`config.mk`:
```
export PLATFORM = sky130hd
export DESIGN_NAME = mem_port_responder
export DESIGN_NICKNAME = d
export VERILOG_FILES = /design/src/rtl/mem_pkg.sv /design/src/rtl/rr_arbiter.sv /design/src/rtl/mem_port_responder.sv
export SDC_FILE = /design/constraint.sdc
export NUM_CORES = 1
export LEC_CHECK = 0
export CAP_MARGIN = 15
export CORE_MARGIN = 8
export CORE_UTILIZATION = 40
export CTS_CLUSTER_DIAMETER = 120
export DETAILED_ROUTE_END_ITERATION = 10
export PLACE_DENSITY = 0.59
export SYNTH_ARGS = -nofsm -noshare
export SYNTH_HDL_FRONTEND = slang
export SYNTH_HIERARCHICAL = 1
export SYNTH_SLANG_ARGS = --single-unit
```
`constraint.sdc`:
```
create_clock -name clk -period 6.1 [get_ports clk]
set_input_delay 1.83 -clock clk [delete_from_list [all_inputs] [get_ports clk]]
set_output_delay 1.83 -clock clk [all_outputs]
set_load 0.05 [all_outputs]
```
`src/rtl/mem_pkg.sv`:
```
// mem_pkg: shared constants and types for the four-port memory responder.
//   ADDR_W/DATA_W/NPORTS  - array geometry and requester count
//   state_e               - responder FSM states
//   DISP0..DISP3          - byte addresses mirrored into the display registers
//   PORT_*                - requester port indices
package mem_pkg;

  localparam int unsigned ADDR_W = 7;
  localparam int unsigned DATA_W = 8;
  localparam int unsigned NPORTS = 4;

  typedef enum logic [1:0] {
    IDLE,
    ACCESS,
    DONE
  } state_e;

  localparam logic [ADDR_W-1:0] DISP0 = 7'd28;
  localparam logic [ADDR_W-1:0] DISP1 = 7'd29;
  localparam logic [ADDR_W-1:0] DISP2 = 7'd30;
  localparam logic [ADDR_W-1:0] DISP3 = 7'd31;

  localparam logic [1:0] PORT_IR      = 2'd0;
  localparam logic [1:0] PORT_DATA    = 2'd1;
  localparam logic [1:0] PORT_RESERVE = 2'd2;
  localparam logic [1:0] PORT_AUX     = 2'd3;

endpackage

```
`src/rtl/rr_arbiter.sv`:
```
// rr_arbiter: combinational round-robin arbiter for four requesters.
//   req   - request vector, bit i = port i
//   ptr   - highest-priority port this round
//   grant - one-hot grant (all zero when no request)
//   idx   - binary index of the granted port (0 when no request)
module rr_arbiter
  import mem_pkg::*;
(
  input  logic [NPORTS-1:0] req,
  input  logic [1:0]        ptr,
  output logic [NPORTS-1:0] grant,
  output logic [1:0]        idx
);

  logic       found;
  logic [1:0] cand;

  // Scan ptr, ptr+1, ... ; the 2-bit candidate wraps modulo 4 by itself.
  always_comb begin
    grant = '0;
    idx   = '0;
    found = 1'b0;
    cand  = '0;
    for (int unsigned k = 0; k < NPORTS; k++) begin
      cand = ptr + k[1:0];
      if (!found && req[cand]) begin
        found       = 1'b1;
        grant[cand] = 1'b1;
        idx         = cand;
      end
    end
  end

endmodule

```
`src/rtl/mem_port_responder.sv`:
```
// mem_port_responder: arbitrates four requesters onto one 128x8 synchronous
// array; one read or write per grant, answered with a one-cycle ack pulse.
//   clk, reset     - clock, asynchronous active-high reset
//   req/we         - per-port request and write enable (4 bits)
//   addr/wdata     - per-port address (7 bits each) and write data (8 bits each)
//   rdata          - per-port read data, each slice holds until its next completion
//   ack            - per-port completion pulse
//   busy           - transaction in flight
//   disp           - display mirror of addresses 28..31 (only with MEM_DISPLAY_EN)
module mem_port_responder
  import mem_pkg::*;
#(
  parameter int unsigned ADDR_W = mem_pkg::ADDR_W,
  parameter int unsigned DATA_W = mem_pkg::DATA_W,
  parameter int unsigned NPORTS = mem_pkg::NPORTS
) (
  input  logic                     clk,
  input  logic                     reset,
  input  logic [NPORTS-1:0]        req,
  input  logic [NPORTS-1:0]        we,
  input  logic [NPORTS*ADDR_W-1:0] addr,
  input  logic [NPORTS*DATA_W-1:0] wdata,
  output logic [NPORTS*DATA_W-1:0] rdata,
  output logic [NPORTS-1:0]        ack,
  output logic                     busy
`ifdef MEM_DISPLAY_EN
  ,
  output logic [4*DATA_W-1:0]      disp
`endif
);

  state_e              state_q, state_d;
  logic [1:0]          rr_q;
  logic [1:0]          win_q;
  logic                we_q;
  logic [ADDR_W-1:0]   addr_q;
  logic [DATA_W-1:0]   wdata_q;
  logic [DATA_W-1:0]   data_q;
  logic [NPORTS*DATA_W-1:0] rdata_q, rdata_d;
  logic [DATA_W-1:0]   mem_q [2**ADDR_W];

  logic [NPORTS-1:0]   grant;
  logic [1:0]          gidx;
  logic                sel_we;
  logic [ADDR_W-1:0]   sel_addr;
  logic [DATA_W-1:0]   sel_wdata;

  rr_arbiter u_arb (
    .req   (req),
    .ptr   (rr_q),
    .grant (grant),
    .idx   (gidx)
  );

  always_comb begin
    sel_we    = |(we & grant);
    sel_addr  = '0;
    sel_wdata = '0;
    for (int unsigned p = 0; p < NPORTS; p++) begin
      if (gidx == p[1:0]) begin
        sel_addr  = addr[p*ADDR_W +: ADDR_W];
        sel_wdata = wdata[p*DATA_W +: DATA_W];
      end
    end
  end

  always_comb begin
    state_d = state_q;
    unique case (state_q)
      IDLE:    if (|req) state_d = ACCESS;
      ACCESS:  state_d = DONE;
      DONE:    state_d = IDLE;
      default: state_d = IDLE;
    endcase
  end

  // rdata is the held register with the winner's slice replaced during DONE,
  // so data appears in the ack cycle and is then retained by rdata_q.
  always_comb begin
    rdata_d = rdata_q;
    ack     = '0;
    if (state_q == DONE) begin
      for (int unsigned p = 0; p < NPORTS; p++) begin
        if (win_q == p[1:0]) begin
          rdata_d[p*DATA_W +: DATA_W] = data_q;
          ack[p]                      = 1'b1;
        end
      end
    end
  end

  assign rdata = rdata_d;
  assign busy  = (state_q != IDLE);

  always_ff @(posedge clk or posedge reset) begin
    if (reset) begin
      state_q <= IDLE;
      rr_q    <= '0;
      win_q   <= '0;
      we_q    <= 1'b0;
      addr_q  <= '0;
      wdata_q <= '0;
      rdata_q <= '0;
    end else begin
      state_q <= state_d;
      rdata_q <= rdata_d;
      if (state_q == IDLE && (|req)) begin
        win_q   <= gidx;
        we_q    <= sel_we;
        addr_q  <= sel_addr;
        wdata_q <= sel_wdata;
      end
      if (state_q == DONE) rr_q <= win_q + 2'd1;
    end
  end

  // Array and capture register are not reset; the async reset forces
  // state_q to IDLE, which already blocks a pending ACCESS write.
  always_ff @(posedge clk) begin
    if (state_q == ACCESS) begin
      if (we_q) begin
        mem_q[addr_q] <= wdata_q;
        data_q        <= wdata_q;
      end else begin
        data_q <= mem_q[addr_q];
      end
    end
  end

`ifdef MEM_DISPLAY_EN
  logic [4*DATA_W-1:0] disp_q;

  always_ff @(posedge clk or posedge reset) begin
    if (reset) begin
      disp_q <= '0;
    end else if (state_q == ACCESS && we_q) begin
      for (int unsigned k = 0; k < 4; k++) begin
        if (addr_q == DISP0 + k[ADDR_W-1:0]) disp_q[k*DATA_W +: DATA_W] <= wdata_q;
      end
    end
  end

  assign disp = disp_q;
`endif

endmodule

```
After elaboration in Yosys (flattened, before gate mapping)
Memories as Yosys holds them, arrays and structs flattened. A register that Yosys moved wholly into a read port is not among the register bits.
Cells that the tools add are included.
W data, S select, Z words.
{"block": "classes", "n_addsub": 4, "muxes": 50, "magnitude_cmp": 8, "n_eq_ne": 9, "reduce_logical": 17, "bitwise": 4}
{"operator": "$mux W8", "n": 8}
{"operator": "$mux W32", "n": 1}
{"operator": "$mux W7", "n": 4}
{"operator": "$mux W4", "n": 5}
{"operator": "$mux W1", "n": 18}
{"operator": "$lt A2 B3 Y1 const B", "n": 4}
{"operator": "$or A4 B4 Y4", "n": 3}
{"operator": "$eq A2 B2 Y1 const B", "n": 5}
{"operator": "$mux W2", "n": 5}
{"operator": "$bmux W1 S2", "n": 4}
{"operator": "$demux W1 S2", "n": 4}
{"operator": "$ge A2 B1 Y1 const B", "n": 4}
{"operator": "$logic_and A1 B1 Y1", "n": 8}
{"operator": "$reduce_or A4 Y1", "n": 2}
{"operator": "$eq A2 B1 Y1 const B", "n": 3}
{"operator": "$logic_not A2 Y1", "n": 3}
{"operator": "$add A2 B1 Y2 const B", "n": 2}
{"operator": "$add A2 B2 Y2 const B", "n": 2}
{"operator": "$and A4 B4 Y4", "n": 1}
{"operator": "$pmux W2 S2", "n": 1}
{"operator": "$logic_not A1 Y1", "n": 3}
{"operator": "$ne A2 B2 Y1 const B", "n": 1}
{"operator": "$reduce_bool A2 Y1", "n": 1}
{"block": "word_totals", "reg_bits": 54, "mem_count": 1, "word_cells": 100, "ramBits": 1024}
{"memory": "mem_q", "words": 128, "word_bits": 8, "rd": 1, "rd_clocked_by_memory_dff": 1, "write_ports": 1, "line_no": "mem_port_responder.sv:40", "text": "logic [DATA_W-1:0] mem_q [2**ADDR_W];"}

Longest topological paths before layout
Gate-level depths: netlist of the first run.
{"block": "depth", "depth_word": 17, "depth_mapped": 13, "mapped_depth_nobuf": 10}

Modules after synthesis
The synthesis of the first run kept the hierarchy.
{"mod": "mem_port_responder", "n_inst": 1, "cells_each": 2479, "area_per_inst_um2": 42917.4}
{"mod": "rr_arbiter", "n_inst": 1, "cells_each": 46, "area_per_inst_um2": 419.2}

Worst setup path after synthesis of the first run
Ideal clock, no wire load.
{"block": "synth_path", "kind": "in2reg", "startpoint": "input port req[2]", "endpoint": "register wdata_q[0]", "arrival_ns": 4.290, "path_stages": 8, "path_slack_ns": 1.679, "path_cell_list": "mux4_2 -> nor2b_4 -> o21ai_1 -> o31ai_1 -> buf_2 -> buf_1 -> mux4_2 -> mux2_2"}
{"block": "synth_via", "elab_chain_len": 17}
{"item": "start: declaration", "line_no": "mem_port_responder.sv:19", "text": "input logic [NPORTS-1:0] req,"}
{"item": "$bmux W1 S2", "line_no": "rr_arbiter.sv:26", "text": "if (!found && req[cand]) begin"}
{"item": "$mux W1 (not written as such)", "line_no": "rr_arbiter.sv:26"}
{"item": "$mux W1", "line_no": "rr_arbiter.sv:26"}
{"item": "$logic_not A1 Y1", "line_no": "rr_arbiter.sv:26"}
{"item": "$logic_and A1 B1 Y1", "line_no": "rr_arbiter.sv:26"}
{"item": "$mux W1", "line_no": "rr_arbiter.sv:26"}
{"item": "$logic_not A1 Y1", "line_no": "rr_arbiter.sv:26"}
{"item": "$logic_and A1 B1 Y1", "line_no": "rr_arbiter.sv:26"}
{"item": "$mux W1", "line_no": "rr_arbiter.sv:26"}
{"item": "$logic_not A1 Y1", "line_no": "rr_arbiter.sv:26"}
{"item": "$logic_and A1 B1 Y1", "line_no": "rr_arbiter.sv:26"}
{"item": "$mux W2 *", "line_no": "rr_arbiter.sv:26"}
{"item": "via gidx[0]", "line_no": "mem_port_responder.sv:43", "text": "logic [1:0] gidx;"}
{"item": "$logic_not A2 Y1", "line_no": "mem_port_responder.sv:60", "text": "if (gidx == p[1:0]) begin"}
{"item": "$mux W8 (3 in a row)", "line_no": "mem_port_responder.sv:60"}
{"item": "$mux W8 *", "line_no": "mem_port_responder.sv:60"}
{"item": "end signal: assignment", "line_no": "mem_port_responder.sv:111", "text": "wdata_q <= sel_wdata;"}
{"item": "end: declaration", "line_no": "mem_port_responder.sv:37", "text": "logic [DATA_W-1:0] wdata_q;"}
The timed path passes the listed nets; every way through them passes the cells marked *. The select of a mux whose other input is x is not followed.
A chain may end at the register's enable or synchronous reset.

Final worst setup path of the first run
{"block": "layout_path", "startpoint": "register state_q[0]", "endpoint": "output port rdata[9]"}
{"block": "layout_via", "elab_chain_len": 2}
{"item": "start: declaration", "line_no": "mem_port_responder.sv:32", "text": "state_e state_q, state_d;"}
{"item": "start signal: assignment", "line_no": "mem_port_responder.sv:105", "text": "state_q <= state_d;"}
{"item": "$eq A2 B2 Y1", "line_no": "mem_port_responder.sv:82", "text": "if (state_q == DONE) begin"}
{"item": "$mux W32", "line_no": "mem_port_responder.sv:82"}
{"item": "end: declaration", "line_no": "mem_port_responder.sv:23", "text": "output logic [NPORTS*DATA_W-1:0] rdata,"}
No other way between the ends.

==> results of run 1 <==
power by group:
| group | internal [mW] | switching [mW] |
|---|---|---|
| logic | 2.93 | 6.06 |
| clock network | 3.96 | 2.90 |
| registers | 9.58 | 0.959 |
| total | 16.5 | 9.91 |
worst register-to-register path: stages (launching register included):
cell and delay (ns):
dfrtp_1 0.39, nor2b_1 0.61, buf_6 0.24, and2_1 0.70, nand2_2 0.77, nor2_1 1.10
per-layer routing:
layer	GRT usage, %	up-vias
met5	0	-
met4	7.483	6
met1	28.54	12910
li1	-	10480
met3	5.237	287
met2	31.88	1529
final cells by class:
| cell class | count | share of cell area (%) |
|---|---|---|
| clock buffers | 129 | 5.768 |
| multi-input cells | 1255 | 20.36 |
| repair buffers | 185 | 3.452 |
| clock inverters | 78 | 1.601 |
| inverters | 15 | 0.1158 |
| well taps | 1403 | 3.532 |
| flip-flops and latches | 1086 | 65.16 |
| diodes | 1 | 0.005035 |
cell families after synthesis:
family,synth area share [%]
adder cells (fa/ha/maj),0.2598
AND/OR/NAND/NOR,4.195
multiplexers,10.36
flip-flops,74.63
AO/OA/AOI/OAI,8.358
buffers and inverters,2.203
placed cells by master (no fill, tap or decap), types with 11 or more instances in the layout:
master | netlist | routed
a21oi_1 | 74 | 74
a221o_1 | 16 | 16
a221oi_1 | 134 | 134
a22oi_1 | 57 | 57
a31oi_1 | 13 | 13
buf_4 | 27 | 74
bufinv_16 | 0 | 14
clkbuf_1 | 59 | 17
clkbuf_16 | 0 | 112
clkdlybuf4s50_1 | 0 | 106
clkinv_1 | 0 | 24
clkinv_2 | 0 | 30
dfrtp_1 | 54 | 42
dfrtp_4 | 0 | 11
edfxtp_1 | 1032 | 1032
mux2_2 | 122 | 122
mux2i_1 | 97 | 97
mux4_2 | 93 | 93
nand2_1 | 119 | 113
nand3_1 | 19 | 18
nor2_1 | 221 | 219
nor2b_1 | 17 | 12
nor3_1 | 12 | 12
o211ai_1 | 13 | 13
o21ai_0 | 99 | 99
o221ai_1 | 14 | 14
sequential cells by signal (all words and copies together) (netlist names):
name and count:
addr_q 7, state_q 2, wdata_q 8, data_q 8, we_q 1, rr_q 2, win_q 2, rdata_q 32
mem_q 1024
metrics by stage:
stage                     util (%)  setup WS (ns)  instances
after floorplan                  -          1.679       2525
after global placement       42.90         0.9225       3942
after detailed placement     42.91         0.8867       3943
after CTS                    46.33          1.171       4150
after global routing         46.36          1.088       4151
final                        46.36          1.238       4152
worst paths after layout:
kind                                 start            to  slack, ns
worst max-delay path            state_q[0]      rdata[9]       1.24
worst min-delay path            state_q[1]    state_q[1]       0.46
worst max register to register  state_q[1]  mem_q[48][7]       1.90
worst min register to register  state_q[1]    state_q[1]       0.46
max in group asynchronous            reset    wdata_q[0]       3.92
min in group asynchronous            reset     addr_q[1]       1.66
==> out/summary.txt, run 1 <==
Clock Tree Buf Depth = 3
part of the Yosys area used for sequential elements = 74.63%
P_leak = 15.74 nW
metal2 WL = 57890 um
Netlist cell types = 68
share of layout cells above drive strength 1 = 18.41%
RSZ-0062 raised after global routing = no
1st-iter DRT viols = 3254
hold_buf cts = 0
min-delay worst type = flip-flop to flip-flop
CP Launch Type = flip-flop
Post-CTS Setup Inserts = 0
Root Driver = clkbuf_16
row cnt = 120
H-tree depth = 3
Final min period = 4.862 ns
Yosys top cell area share = 71.51%
syn avg cell area = 17.16 sq um
Synth top cells by count = 1032 x edfxtp_1, 221 x nor2_1, 134 x a221oi_1, 122 x mux2_2, 119 x nand2_1
WL met1 = 51920 um
CTS buffer count = 111
IO Pins = 107
first-pass GRT wire length = 184200 um
Sequential Area = 32380 sq um
area of the multi-input gates = 10120 sq um
NumNets Final = 2733
fillers = 9066
Post-Syn Instances = 2525
Crit path depth = 4
vias in the first global route = 25080
top post-synthesis cells by area = edfxtp_1 72%, mux4_2 4.8%, mux2_2 3.2%
max layer used = met5
core area = 107200 sq um
via count = 25210
fin crit share = 79.71%
drt wl/cell = 30.85 um
yosys warns = 6
Hold Vio Cnt, Final = 0
sum of negative setup slack = 0 ns
Main synth FF type = edfxtp_1
Achievable Freq = 205.7 MHz
Worst Tran Pin Value = 1.189 ns
crit-path leading delay family = buffers and inverters
Clock Latency Late Sink = 0.72 ns
Total GRT Usage = 20.73%
Pwr Density = 531.0 nW/um^2
die boundary width = 345.2 um
Vias/cell = 6.072
Async S/R FF share, synth = 4.972%
Design Area, Final = 49700 sq um
Starting Density = 40.42%
WP data required = 4.27 ns
Register-to-Register Path Depth = 5
post-synthesis cell area = 43340 sq um
GR Overflow Total = 0
RD Place Congestion = 0.8823
Worst-path clk slew = 0.06 ns
post-cts repair resize count = 0
clk sinks = 1086
I/O Buffers = 106
Yosys top cell by area = edfxtp_1
total wire length = 128100 um
CTS tree = yes
die area = 119100 sq um
initial antenna violation count = 4
area grow syn2layout = 14.68%
largest net degree at the start of global routing = 97
WP data arrival = 3.03 ns
WL met3 = 13390 um
CP cell instances = nor2b_1 > nand2_1 > mux2_2 > clkdlybuf4s50_1
DP Area = 46000 sq um
status = complete, no violations
crit-path max cell delay = 0.81 ns
DRC viols = 0
Final setup viols = 0
Post-synth EDFFs = 1032
hold depth = 1
CP Class = flip-flop to output port
crit end category = output port
Die H = 345.2 um
Max-slew headroom = 20.75%
Routed Antenna Nets = 0
number of max-slew violations in the final report = 0
CP max stage cell = clkdlybuf4s50_1
Worst VDD drop = 0.0003162 V
Overall Power = 26.39 mW
syn_nets = 2604
CP Max Fanout = 9
register bit total from synthesis = 1086
WHS = 0.4598 ns
Max Clock Skew = 0.05640 ns
Buf/Inv on CP = 1
router iterations before antenna repair = 6
count leader, synth = edfxtp_1
DP Wirelength = 77640 um
max-cap violations = 0
No activity file was read; power rests on OpenSTA's default activity.
==> run 2: changes to the inputs <==
PLACE_DENSITY = 0.61   (was 0.59)
clock period = 3.95 ns   (was 6.1 ns; I/O delays follow)
==> run 2 against run 1 <==
Against the previous run:
- core utilization increased by 1.2 points
- cell count increased by 4.6%
- sequential share of layout area decreased by 1.7 points
- sequential power increased by 57%
- first-iteration DRC count decreased by 3.6%
- flip-flop and latch count unchanged
- via count increased by 2.9%
- non-clock buffer count increased by 196
- register-to-register slack got worse by 1.7 ns
- critical path depth unchanged
- clock skew decreased by 0.028 ns
- critical path type unchanged
==> out/summary.txt, run 2 (same netlist as run 1, synthesis figures left out) <==
die boundary width = 345.2 um (unchanged)
RSZ-0062 raised after global routing = no
Vias/cell = 5.974 (-1.6%)
Register-to-Register Path Depth = 8 (+3)
hold depth = 1 (unchanged)
GR Overflow Total = 0 (unchanged)
max-cap violations = 0 (unchanged)
CTS tree = yes
core area = 107200 sq um (unchanged)
share of layout cells above drive strength 1 = 23.18% (+4.8 points)
total wire length = 126600 um (-1.2%)
WP data required = 2.76 ns (-1.51 ns)
Final min period = 3.781 ns
FF-to-FF End = data_q[4]
Design Area, Final = 51030 sq um (+2.7%)
fin crit share = 95.72%
status = complete, no violations
first-pass GRT wire length = 184100 um (about the same)
router iterations before antenna repair = 6 (unchanged)
commonest non-fill, non-tap cell in the layout = edfxtp_1
Total GRT Usage = 20.61% (-0.11 points)
via count = 25930 (+2.9%)
Worst Tran Pin Value = 1.229 ns (+0.04033 ns)
DRC viols = 0 (unchanged)
CP Max Fanout = 9 (unchanged)
Largest regs = mem_q: 1024 flops, rdata_q: 32 flops
area grow syn2layout = 17.76%
max reg flops = 1024 (unchanged)
WP data arrival = 2.60 ns (-0.43 ns)
H-tree depth = 3 (unchanged)
Hold Vio Cnt, Final = 0 (unchanged)
crit end category = output port
initial antenna violation count = 3 (-1)
row cnt = 120 (unchanged)
Worst VDD drop = 0.0005051 V (+60%)
1st-iter DRT viols = 3136 (-3.6%)
min-delay worst type = flip-flop to flip-flop
final core utilization = 47.60% (+1.2 points)
Routed Antenna Nets = 0 (unchanged)
largest net degree at the start of global routing = 104 (+7.2%)
placed cell count = 4140 (+5.0%)
reg2reg start = addr_q[0]
I/O Buffers = 106 (unchanged)
Clock Latency Late Sink = 0.69 ns (-0.03 ns)
number of max-slew violations in the final report = 0 (unchanged)
Max Clock Skew = 0.02801 ns (-0.02839 ns)
Die H = 345.2 um (unchanged)
CP Launch Type = flip-flop
NumNets Final = 2927 (+7.1%)
RD Place Congestion = 0.8895 (+0.82%)
die area = 119100 sq um (unchanged)
Pwr Density = 794.0 nW/um^2 (+50%)
Worst-path clk slew = 0.06 ns (about the same)
Clock Tree Buf Depth = 3 (unchanged)
vias in the first global route = 25920 (+3.3%)
Root Driver = clkbuf_16
DP Area = 47630 sq um (+3.5%)
IO Pins = 107 (unchanged)
clk sinks = 1086 (unchanged)
Final setup viols = 0 (unchanged)
CP Class = flip-flop to output port
sum of negative setup slack = 0 ns (unchanged)
most frequent cells in the layout = 1032 x edfxtp_1, 258 x buf_4, 219 x nor2_1, 134 x a221oi_1, 122 x mux2_2
Overall Power = 40.52 mW (+54%)
Post-CTS Setup Inserts = 0 (unchanged)
Achievable Freq = 264.5 MHz
Hold EP = state_q[1]
worst hold start = state_q[1]
worst slack at placement = -0.0001470 ns (-0.8868 ns)
CTS buffer count = 109 (-1.8%)
Max-slew headroom = 18.06% (-2.7 points)
worst setup margin = 0.1690 ns (-1.069 ns)
drt wl/cell = 29.15 um (-5.5%)
Ant. Diodes = 0 (-1)
WHS = 0.4740 ns (+0.01424 ns)
P_leak = 16.77 nW (+6.5%)
Starting Density = 40.42% (unchanged)
DP Wirelength = 81230 um (+4.6%)
Non-Filler Instances = 4341 (+4.6%)
r2r setup slk = 0.20 ns (-1.70 ns)
Top reg by flops = mem_q
-- run 2: cell count changes in the layout (fill, tap and decap cells not counted), moves of 8 or more --
cell	change
buf_12	+14
clkinv_2	-10
dlygate4sd2_1	+31
buf_4	+184
clkinv_1	+8
clkdlybuf4s50_1	-33
-- run 2: report_power, final --
part,internal (mW),switching (mW)
Combinational,4.95,9.09
Clock,5.65,4.35
Sequential,14.8,1.70
-- run 2: worst max-delay path: stages, from the launching register on --
cell and delay (ns):
dfrtp_1 0.38, nor2b_2 0.35, nand2_2 0.26, inv_1 0.11
clkdlybuf4s50_1 0.81
-- run 2: layout make-up --
| class | instances | area, sq um |
|---|---|---|
| tap | 1403 | 1755 |
| multi-input combinational | 1255 | 10110 |
| timing repair buffer | 381 | 3302 |
| fill | 9000 | 56170 |
| clock buffer | 130 | 2806 |
| sequential | 1086 | 32380 |
| inverter | 15 | 57.56 |
| clock inverter | 71 | 616.8 |
-- run 2: per-layer routing --
| metal | wire (um) | vias to the layer above | track usage [%] |
|---|---|---|---|
| met3 | 13150 | 287 | 4.759 |
| li1 | - | 10850 | - |
| met1 | 50920 | 13220 | 28.12 |
| met4 | 4947 | 0 | 7.789 |
| met5 | 0 | - | 0 |
| met2 | 57550 | 1575 | 32.19 |
-- run 2: worst max path at each step --
stage | to | from
CTS | ack[2] | state_q[1]
global route | ack[0] | state_q[1]
floorplan | wdata_q[0] | req[2]
detailed placement | addr_q[4] | req[1]
global placement | addr_q[3] | req[3]
finish | ack[3] | state_q[1]
-- run 2: repair_timing --
item,4_1_cts,5_1_grt
cloned,0,0
setup endpoints to repair,36,5
resized for setup,36,3
hold endpoints to repair,0,0
hold buffers,0,0
